### config.mk
export PLATFORM = sky130hd
export DESIGN_NAME = spike_isi_encoder
export DESIGN_NICKNAME = d
export VERILOG_FILES = /design/src/rtl/isi_pkg.sv /design/src/rtl/isi_fifo.sv /design/src/rtl/spike_isi_encoder.sv
export SDC_FILE = /design/constraint.sdc
export NUM_CORES = 1
export LEC_CHECK = 0
export ABC_AREA = 1
export CORE_MARGIN = 2
export CORE_UTILIZATION = 50
export CTS_CLUSTER_SIZE = 28
export DETAILED_ROUTE_END_ITERATION = 8
export PLACE_DENSITY = 0.68
export SYNTH_ARGS = -nofsm -noshare
export SYNTH_HDL_FRONTEND = slang
export SYNTH_SLANG_ARGS = --single-unit
### constraint.sdc
create_clock -name clk -period 4.89 [get_ports clk]
set_clock_uncertainty 0.1 [all_clocks]
set_input_delay 0.489 -clock clk [delete_from_list [all_inputs] [get_ports clk]]
set_output_delay 0.489 -clock clk [all_outputs]
set_load 0.01 [all_outputs]
### src/rtl/isi_pkg.sv
// Shared constants, types and helpers for the spike inter-spike-interval encoder.
package isi_pkg;

    localparam int CNT_W_DEF      = 16;
    localparam int FIFO_DEPTH_DEF = 4;

    typedef logic [CNT_W_DEF-1:0] isi_t;

    // All-ones value of a counter of the given width, used as the saturation ceiling.
    function automatic logic [63:0] isi_sat(input int unsigned width);
        if (width >= 32'd64) begin
            isi_sat = {64{1'b1}};
        end else begin
            isi_sat = (64'd1 << width) - 64'd1;
        end
    endfunction

endpackage

### src/rtl/isi_fifo.sv
// Small synchronous FIFO with a registered head word; the level counter disambiguates full/empty.
module isi_fifo
    import isi_pkg::*;
#(
    parameter int WIDTH = CNT_W_DEF,
    parameter int DEPTH = FIFO_DEPTH_DEF
) (
    input  logic                       clk,
    input  logic                       reset,
    input  logic                       push,
    input  logic                       pop,
    input  logic [WIDTH-1:0]           din,
    output logic [WIDTH-1:0]           dout,
    output logic                       valid,
    output logic                       full,
    output logic                       empty,
    output logic [$clog2(DEPTH):0]     level
);

    localparam int PTR_W = $clog2(DEPTH);
    localparam int LVL_W = PTR_W + 1;
    localparam logic [LVL_W-1:0] DEPTH_L = LVL_W'(DEPTH);

    logic [WIDTH-1:0] mem_r [DEPTH];
    logic [PTR_W-1:0] wr_ptr_r;
    logic [PTR_W-1:0] rd_ptr_r;
    logic [PTR_W-1:0] rd_ptr_inc_s;
    logic [LVL_W-1:0] level_r;
    logic [LVL_W-1:0] level_next_s;
    logic [WIDTH-1:0] head_r;
    logic [WIDTH-1:0] head_next_s;
    logic             valid_r;
    logic             full_s;
    logic             empty_s;
    logic             do_push_s;
    logic             do_pop_s;

    assign full_s       = (level_r == DEPTH_L);
    assign empty_s      = (level_r == {LVL_W{1'b0}});
    assign do_pop_s     = pop & ~empty_s;
    // A push into a full FIFO is still accepted when a pop frees a slot in the same cycle.
    assign do_push_s    = push & (~full_s | do_pop_s);
    assign rd_ptr_inc_s = rd_ptr_r + PTR_W'(1);

    // Next occupancy from accepted push/pop.
    always_comb begin
        level_next_s = level_r;
        case ({do_push_s, do_pop_s})
            2'b10:   level_next_s = level_r + LVL_W'(1);
            2'b01:   level_next_s = level_r - LVL_W'(1);
            default: level_next_s = level_r;
        endcase
    end

    // Next head word: the incoming word when it lands in an empty slot, else the successor entry.
    always_comb begin
        head_next_s = head_r;
        if (level_next_s == {LVL_W{1'b0}}) begin
            head_next_s = {WIDTH{1'b0}};
        end else if (empty_s && do_push_s) begin
            head_next_s = din;
        end else if (do_pop_s) begin
            if ((level_r == LVL_W'(1)) && do_push_s) begin
                head_next_s = din;
            end else begin
                head_next_s = mem_r[rd_ptr_inc_s];
            end
        end else begin
            head_next_s = head_r;
        end
    end

    // Storage array; contents need no reset.
    always_ff @(posedge clk) begin
        if (do_push_s) begin
            mem_r[wr_ptr_r] <= din;
        end
    end

    // Pointers, level and registered head/valid.
    always_ff @(posedge clk or posedge reset) begin
        if (reset) begin
            wr_ptr_r <= {PTR_W{1'b0}};
            rd_ptr_r <= {PTR_W{1'b0}};
            level_r  <= {LVL_W{1'b0}};
            head_r   <= {WIDTH{1'b0}};
            valid_r  <= 1'b0;
        end else begin
            if (do_push_s) begin
                wr_ptr_r <= wr_ptr_r + PTR_W'(1);
            end
            if (do_pop_s) begin
                rd_ptr_r <= rd_ptr_inc_s;
            end
            level_r <= level_next_s;
            head_r  <= head_next_s;
            valid_r <= (level_next_s != {LVL_W{1'b0}});
        end
    end

    assign dout  = head_r;
    assign valid = valid_r;
    assign full  = full_s;
    assign empty = empty_s;
    assign level = level_r;

endmodule

### src/rtl/spike_isi_encoder.sv
// Measures cycles between rising spike edges and queues each interval for a valid/ready consumer.
module spike_isi_encoder
    import isi_pkg::*;
#(
    parameter int CNT_W      = CNT_W_DEF,
    parameter int FIFO_DEPTH = FIFO_DEPTH_DEF
) (
    input  logic                          clk,
    input  logic                          reset,
    input  logic                          en,
    input  logic                          spike,
    output logic [CNT_W-1:0]              out_data,
    output logic                          out_valid,
    input  logic                          out_ready,
    output logic [$clog2(FIFO_DEPTH):0]   fifo_level,
    output logic                          drop_flag,
    output logic [7:0]                    spike_cnt
);

    localparam logic [CNT_W-1:0] CNT_SAT = CNT_W'(isi_sat(CNT_W));

    logic             spike_q_r;
    logic [CNT_W-1:0] cnt_r;
    logic             armed_r;
    logic [7:0]       spike_cnt_r;
    logic             drop_r;
    logic             event_s;
    logic             push_s;
    logic             pop_s;
    logic             full_s;
    logic             empty_s;

    assign event_s = en & spike & ~spike_q_r;
    assign push_s  = event_s & armed_r;
    assign pop_s   = out_ready & ~empty_s;

    // Previous spike sample for rising-edge detection.
    always_ff @(posedge clk or posedge reset) begin
        if (reset) begin
            spike_q_r <= 1'b0;
        end else begin
            spike_q_r <= spike;
        end
    end

    // Interval counter and arm flag; the counter restarts at 1 so a push carries the full gap.
    always_ff @(posedge clk or posedge reset) begin
        if (reset) begin
            cnt_r   <= {CNT_W{1'b0}};
            armed_r <= 1'b0;
        end else if (!en) begin
            cnt_r   <= {CNT_W{1'b0}};
            armed_r <= 1'b0;
        end else if (event_s) begin
            cnt_r   <= CNT_W'(1);
            armed_r <= 1'b1;
        end else if (cnt_r != CNT_SAT) begin
            cnt_r   <= cnt_r + CNT_W'(1);
        end else begin
            cnt_r   <= cnt_r;
        end
    end

    // Event counter and sticky overflow indicator.
    always_ff @(posedge clk or posedge reset) begin
        if (reset) begin
            spike_cnt_r <= 8'd0;
            drop_r      <= 1'b0;
        end else begin
            if (event_s) begin
                spike_cnt_r <= spike_cnt_r + 8'd1;
            end
            if (push_s && full_s && !pop_s) begin
                drop_r <= 1'b1;
            end
        end
    end

    isi_fifo #(
        .WIDTH (CNT_W),
        .DEPTH (FIFO_DEPTH)
    ) u_fifo (
        .clk   (clk),
        .reset (reset),
        .push  (push_s),
        .pop   (pop_s),
        .din   (cnt_r),
        .dout  (out_data),
        .valid (out_valid),
        .full  (full_s),
        .empty (empty_s),
        .level (fifo_level)
    );

    assign drop_flag = drop_r;
    assign spike_cnt = spike_cnt_r;

endmodule

# == Word-level counts from Yosys, hierarchy flattened ==
# Memory sizes are Yosys's and may differ from the RTL's.
# Index checks and enable logic that the tools add are counted.
# op_classes
add_sub_neg,6
eq_ne,7
n_mux,12
bitwise,10
n_reduce_logical,9
# op_table
cell,n
2-to-1 mux 16 bit,7
adder 16 x 1 -> 16 bit (second input constant),1
inequality test 16 bit (second input constant),1
adder 8 x 1 -> 8 bit (second input constant),1
bitwise AND 1 bit,6
zero test 3 bit,2
case mux 3 bit (2 select lines),1
nonzero test 3 bit,2
adder 2 x 1 -> 2 bit (second input constant),2
logical AND 1 bit,4
2-to-1 mux 1 bit,4
adder 3 x 1 -> 3 bit (second input constant),1
equality test 3 x 1 -> 1 bit (second input constant),1
equality test 3 bit (second input constant),1
inequality test 3 x 1 -> 1 bit (second input constant),1
inverter 1 bit,3
subtractor 3 x 1 -> 3 bit (second input constant),1
equality test 2 x 1 -> 1 bit (second input constant),1
equality test 2 bit (second input constant),1
inequality test 2 x 1 -> 1 bit (second input constant),1
zero test 1 bit,1
OR 1 bit,1
# word_totals
reg_bits,51
ramBits,64
in_bits,5
out_inout_bits,29
mem_count,1
# mem_list
memory,depth,word_bits,rd,rd_ports_with_merged_regs,wr,line,text
u_fifo.mem_r,4,16,1,0,1,isi_fifo.sv:24,logic [WIDTH-1:0] mem_r [DEPTH];

# == Longest topological paths before layout ==
# depth
ltp_word,11
ltp_mapped,12

# == Cells and area by module ==
# A second synthesis with hierarchy kept.
# unflattened
hier_cells,534
area_unflattened_um2,5353.9
# by_module_without_submodules
mod,n_inst,cells_each,area_each_um2,seq_area_each_um2
isi_fifo,1,361,3938.8,2522.4
spike_isi_encoder,1,173,1415.1,675.6

# == Worst setup path before layout ==
# No wires, ideal clock.
# synth_timing
path_kind,flip-flop to flip-flop
start,"reg u_fifo.level_r[0], in the netlist u_fifo.level[0]"
end,mem u_fifo.mem_r[0][0] in the netlist's numbering (enable)
setup_ps,389
arrival_time_ps,1865
required_ps,4401
setup_slack_ps,2536
path_stages_with_launch,7
synth_period_minus_slack_ps,2354
cell_sequence,dfrtp_1 > inv_1 > ha_1 > nand2_1 > or2_2 > nand2_1 > nor2_1
# synth_via
elab_chain_len,8
word_cells_on_any_way,10
cone_classes,eq/ne: 1; mux: 2; bitwise: 6; reduce/logical: 1
# synth_rtl
item,line,text
start: declaration,isi_fifo.sv:28,logic [LVL_W-1:0] level_r;
start signal: assignment,isi_fifo.sv:85,level_r <= {LVL_W{1'b0}};
start signal: assignment,isi_fifo.sv:95,level_r <= level_next_s;
zero test 3 bit,isi_fifo.sv:39,assign empty_s = (level_r == {LVL_W{1'b0}});
inverter 1 bit,"isi_fifo.sv:40, spike_isi_encoder.sv:35",
bitwise AND 1 bit,spike_isi_encoder.sv:35,assign pop_s = out_ready & ~empty_s;
bitwise AND 1 bit,isi_fifo.sv:40,assign do_pop_s = pop & ~empty_s;
OR 1 bit (*),isi_fifo.sv:42,assign do_push_s = push & (~full_s | do_pop_s);
bitwise AND 1 bit (*),isi_fifo.sv:42,
2-to-1 mux 1 bit (*),isi_fifo.sv:75,if (do_push_s) begin
2-to-1 mux 1 bit (implied by the code) (*),isi_fifo.sv:76,mem_r[wr_ptr_r] <= din;
end: declaration,isi_fifo.sv:24,
# Mark *: on every way between the ends. The rest lies on a longest branch, timed or not.

# == Final worst setup path ==
# layout_timing
start,reg u_fifo.rd_ptr_r[1]
end,"reg u_fifo.head_r[15], in the netlist u_fifo.dout[15]"
# layout_via
elab_chain_len,6
# layout_rtl
item,line,text
start: declaration,isi_fifo.sv:26,logic [PTR_W-1:0] rd_ptr_r;
start signal: assignment,isi_fifo.sv:84,rd_ptr_r <= {PTR_W{1'b0}};
start signal: assignment,isi_fifo.sv:93,rd_ptr_r <= rd_ptr_inc_s;
adder 2 x 1 -> 2 bit,isi_fifo.sv:43,assign rd_ptr_inc_s = rd_ptr_r + PTR_W'(1);
memory (4 x 16 bit),n/a,
2-to-1 mux 16 bit,isi_fifo.sv:63,if ((level_r == LVL_W'(1)) && do_push_s) begin
2-to-1 mux 16 bit,isi_fifo.sv:62,end else if (do_pop_s) begin
2-to-1 mux 16 bit,isi_fifo.sv:60,end else if (empty_s && do_push_s) begin
2-to-1 mux 16 bit,isi_fifo.sv:58,if (level_next_s == {LVL_W{1'b0}}) begin
end signal: assignment,isi_fifo.sv:86,head_r <= {WIDTH{1'b0}};
end signal: assignment,isi_fifo.sv:96,head_r <= head_next_s;
end: declaration,isi_fifo.sv:30,logic [WIDTH-1:0] head_r;
# No other way between the ends. The select of a mux whose other input is x is not followed.
# A chain may end at the register's enable or synchronous reset.

==> flow_metrics.py <==
metrics = {
    "cells_and_area": {
        "diodes": 0,
        "utilization": 0.6046,
        "fin_cells": 743,
        "design_area_um2": 6467,
        "drive_gt1_frac": 0.1459,
        "final_nets": 605,
        "area_growth_pct": 19.18,
    },
    "cts": {
        "cts_buffer_depth": 2,
        "cts_tree": "yes",
        "cts_setup_buffers": 0,
        "htreeDepth": 4,
        "cts_resized": 0,
        "clk_latency_ns": 0.52,
        "ctsHoldBuffers": 0,
        "path_clk_slew_ns": 0.06,
        "clock-sinks": 115,
        "cts_buffers": 17,
        "cts_root_buffer": "clkbuf_8",
    },
    "critical_path": {
        "start_kind": "flip-flop",
        "cp_max_fo": 20,
        "reg2reg_from": "u_fifo.rd_ptr_r[1]",
        "startpoint": "u_fifo.rd_ptr_r[1]",
        "worstPathRequired_ns": 5.24,
        "cp.arrival_ns": 3.04,
        "critical_path_class": "reg -> reg",
        "cp-end-kind": "flip-flop",
    },
    "detailed_routing": {
        "finalWirelength_mm": 12.31,
        "ant_nets": 0,
        "drc": 0,
        "wl_met3_um": 691,
        "routed_via_density": 5.378,
        "drtIter0Drc": 365,
        "wl_per_cell_um": 16.57,
        "highest_layer": "met4",
        "vias": 3996,
        "dr_wl_met2_mm": 5.981,
        "drt-met1-wl_mm": 5.274,
        "first_pass_iters": 6,
    },
    "timing": {
        "maxSlewViolCount": 0,
        "worst_pin_slew_ns": 1.058,
        "setup_viol_count_final": 0,
        "timing.slew.headroom": 0.2938,
        "setup-tns-final_ns": 0,
        "clock.fmax_mhz": 371.3,
        "finalWorstSetupSlack_ns": 2.197,
        "period_needed_ns": 2.693,
        "hold_viol": 0,
        "rsz0062_at_grt": "false",
        "post-route-period-util": 0.5507,
    },
    "synthesis": {
        "synthFlopType": "edfxtp_1",
        "synth_fp_nets": 567,
        "ys_async_sr_fraction": 0.4435,
        "synth_cell_type_count": 37,
        "syn_inst": 552,
        "synth-seq-cells": 115,
        "ys_warn_count": 0,
        "syn_area_um2": 5426,
        "syn_avg_cell_area_um2": 9.831,
        "synth_edf_count": 64,
        "ys_seq_area_frac": 0.5893,
    },
    "global_route": {
        "grt_pass1_wl_mm": 19.98,
        "grt_max_degree": 52,
        "grt_pass1_vias": 4007,
        "groute.usage.overall": 0.2301,
        "antenna_found_initial": 0,
        "grt-ovfl-total": 0,
    },
    "die": {
        "placementRows": 38,
        "dieArea_um2": 11700,
        "core_area_um2": 10700,
        "die_x_um": 108.2,
        "io_pins": 34,
        "start_util": 0.5073,
        "fp.dieH_um": 108.2,
    },
    "placement": {
        "numPortBuffers": 33,
        "dpl_cell_area_um2": 5849,
        "place_inst": 710,
        "preCtsSetupSlack_ns": 1.588,
        "gp_congestion": 0.9077,
        "hpwl_mm": 8.117,
    },
    "hold_path": {
        "hold_path.class": "reg -> reg",
        "holdCritStartpoint": "spike_cnt[7]",
    },
    "pwr": {
        "combPwrFrac": 0.342,
        "power.leakage_nw": 2.803,
        "power_frac_clock": 0.329,
        "internal_power_mw": 2.473,
        "ir_drop_uv": 401.3,
        "switchingPower_mw": 1.383,
        "power_density_nw_per_um2": 596.1,
        "seq_power_share": 0.329,
        "sw_frac_of_total": 0.3587,
    },
    "flow_run": {
        "cap_violations": 0,
    },
    "status": {
        "outcome": "completed",
    },
}
[synth_stat cells (5+ instances only)]
cell / number / area share
clkbuf_1: 7 / 0.0048
inv_1: 43 / 0.030
nand2_1: 139 / 0.096
xnor2_1: 5 / 0.0081
nand4_1: 8 / 0.0092
nor2_1: 61 / 0.042
or2_2: 17 / 0.020
o21ai_0: 33 / 0.030
edfxtp_1: 64 / 0.35
xor2_1: 7 / 0.011
ha_1: 10 / 0.023
nor3_1: 5 / 0.0046
o22ai_1: 16 / 0.018
a21oi_2: 9 / 0.015
a21oi_1: 12 / 0.011
nand2_2: 6 / 0.0069
nand2_4: 5 / 0.010
dfrtp_1: 51 / 0.24
nand3_1: 23 / 0.021
buf_2: 5 / 0.0046
[cell usage in the layout, fill, tap and decap left out, types with 2 or more instances in the layout]
master | synthesis | final
a21oi_1 | 12 | 12
a21oi_2 | 9 | 9
buf_4 | 3 | 5
bufinv_16 | 0 | 3
clkbuf_16 | 0 | 16
clkdlybuf4s50_1 | 0 | 33
clkinv_4 | 0 | 5
dfrtp_1 | 51 | 51
edfxtp_1 | 64 | 64
ha_1 | 10 | 10
inv_1 | 43 | 42
inv_2 | 3 | 4
inv_6 | 0 | 5
nand2_1 | 139 | 139
nand2_2 | 6 | 6
nand2_4 | 5 | 5
nand3_1 | 23 | 23
nand3_4 | 2 | 2
nand3b_1 | 2 | 2
nand4_1 | 8 | 8
nor2_1 | 61 | 61
nor2_4 | 3 | 3
nor3_1 | 5 | 5
o21ai_0 | 33 | 33
o22ai_1 | 16 | 16
or2_2 | 17 | 17
xnor2_1 | 5 | 5
xor2_1 | 7 | 7
[final cells by class]
cell class / count / area, µm²
clock buffers: 17 / 414.1
clock inverters: 15 / 196.4
fillers: 881 / 4230
inverters: 46 / 172.7
multi-input cells: 372 / 1943
flip-flops and latches: 115 / 3198
well taps: 140 / 175.2
repair buffers: 38 / 367.9
[through the flow]
stage | total power [mW] | hold WS (ns)
after floorplan | 2.200 | 0.4074
after global placement | 2.581 | 0.3677
after detailed placement | 2.604 | 0.3621
after CTS | 3.875 | 0.3809
after global routing | 4.098 | 0.3937
final | 3.855 | 0.3786
[worst max-delay path, stage by stage (launching register included)]
cell and delay (ns):
dfrtp_1 0.78, nor2_1 0.09, inv_1 0.47, nand2_1 0.46, o21ai_0 0.19, nand2_1 0.10
nand2_1 0.07, nand2_1 0.09, nand2_1 0.08, nand2_1 0.07, a21oi_1 0.12
[state kept, by name, summed over array words and instances, names as in the netlist, 2 cells and up]
register and cells:
u_fifo.dout 16, u_fifo.mem_r 64, spike_cnt 8, cnt_r 16
u_fifo.rd_ptr_r 2, u_fifo.level 3, u_fifo.wr_ptr_r 2
[path summary, 6_finish.rpt]
path	to	slack [ns]	cells past startpoint
worst max-delay path	u_fifo.dout[15]	2.20	10
worst min-delay path	spike_cnt[7]	0.38	1
worst max register to register	u_fifo.dout[15]	2.20	10
worst min register to register	spike_cnt[7]	0.38	1
max in group asynchronous	cnt_r[15]	3.57	2
min in group asynchronous	spike_cnt[6]	0.45	2
[power by group through the flow]
| stage | Clock [mW] | Combinational [mW] | Sequential [mW] |
|---|---|---|---|
| 2_1_floorplan | 0 | 0.901 | 1.30 |
| 3_3_place_gp | 0 | 1.30 | 1.28 |
| 3_5_place_dp | 0 | 1.32 | 1.29 |
| 4_1_cts | 1.28 | 1.33 | 1.27 |
| 5_1_grt | 1.33 | 1.48 | 1.29 |
| 6_report | 1.27 | 1.32 | 1.27 |
[logic make-up (layout without fill, tap and decap cells)]
group	Yosys count	after routing	synth area share
AOI/OAI and AO/OA	75	75	0.08140
xor gates and xnor gates	12	12	0.01937
adders and majority gates	10	10	0.02306
buffers and inverters	65	116	0.05257
DFF	115	115	0.5893
and+or+nand+nor	275	275	0.2343
[layer usage]
layer	GRT usage	vias to the layer above
met5	0	-
met4	0.1071	0
met3	0.05666	30
met2	0.3648	141
met1	0.2995	1908
li1	-	1917
(Power assumes the default switching activity.)
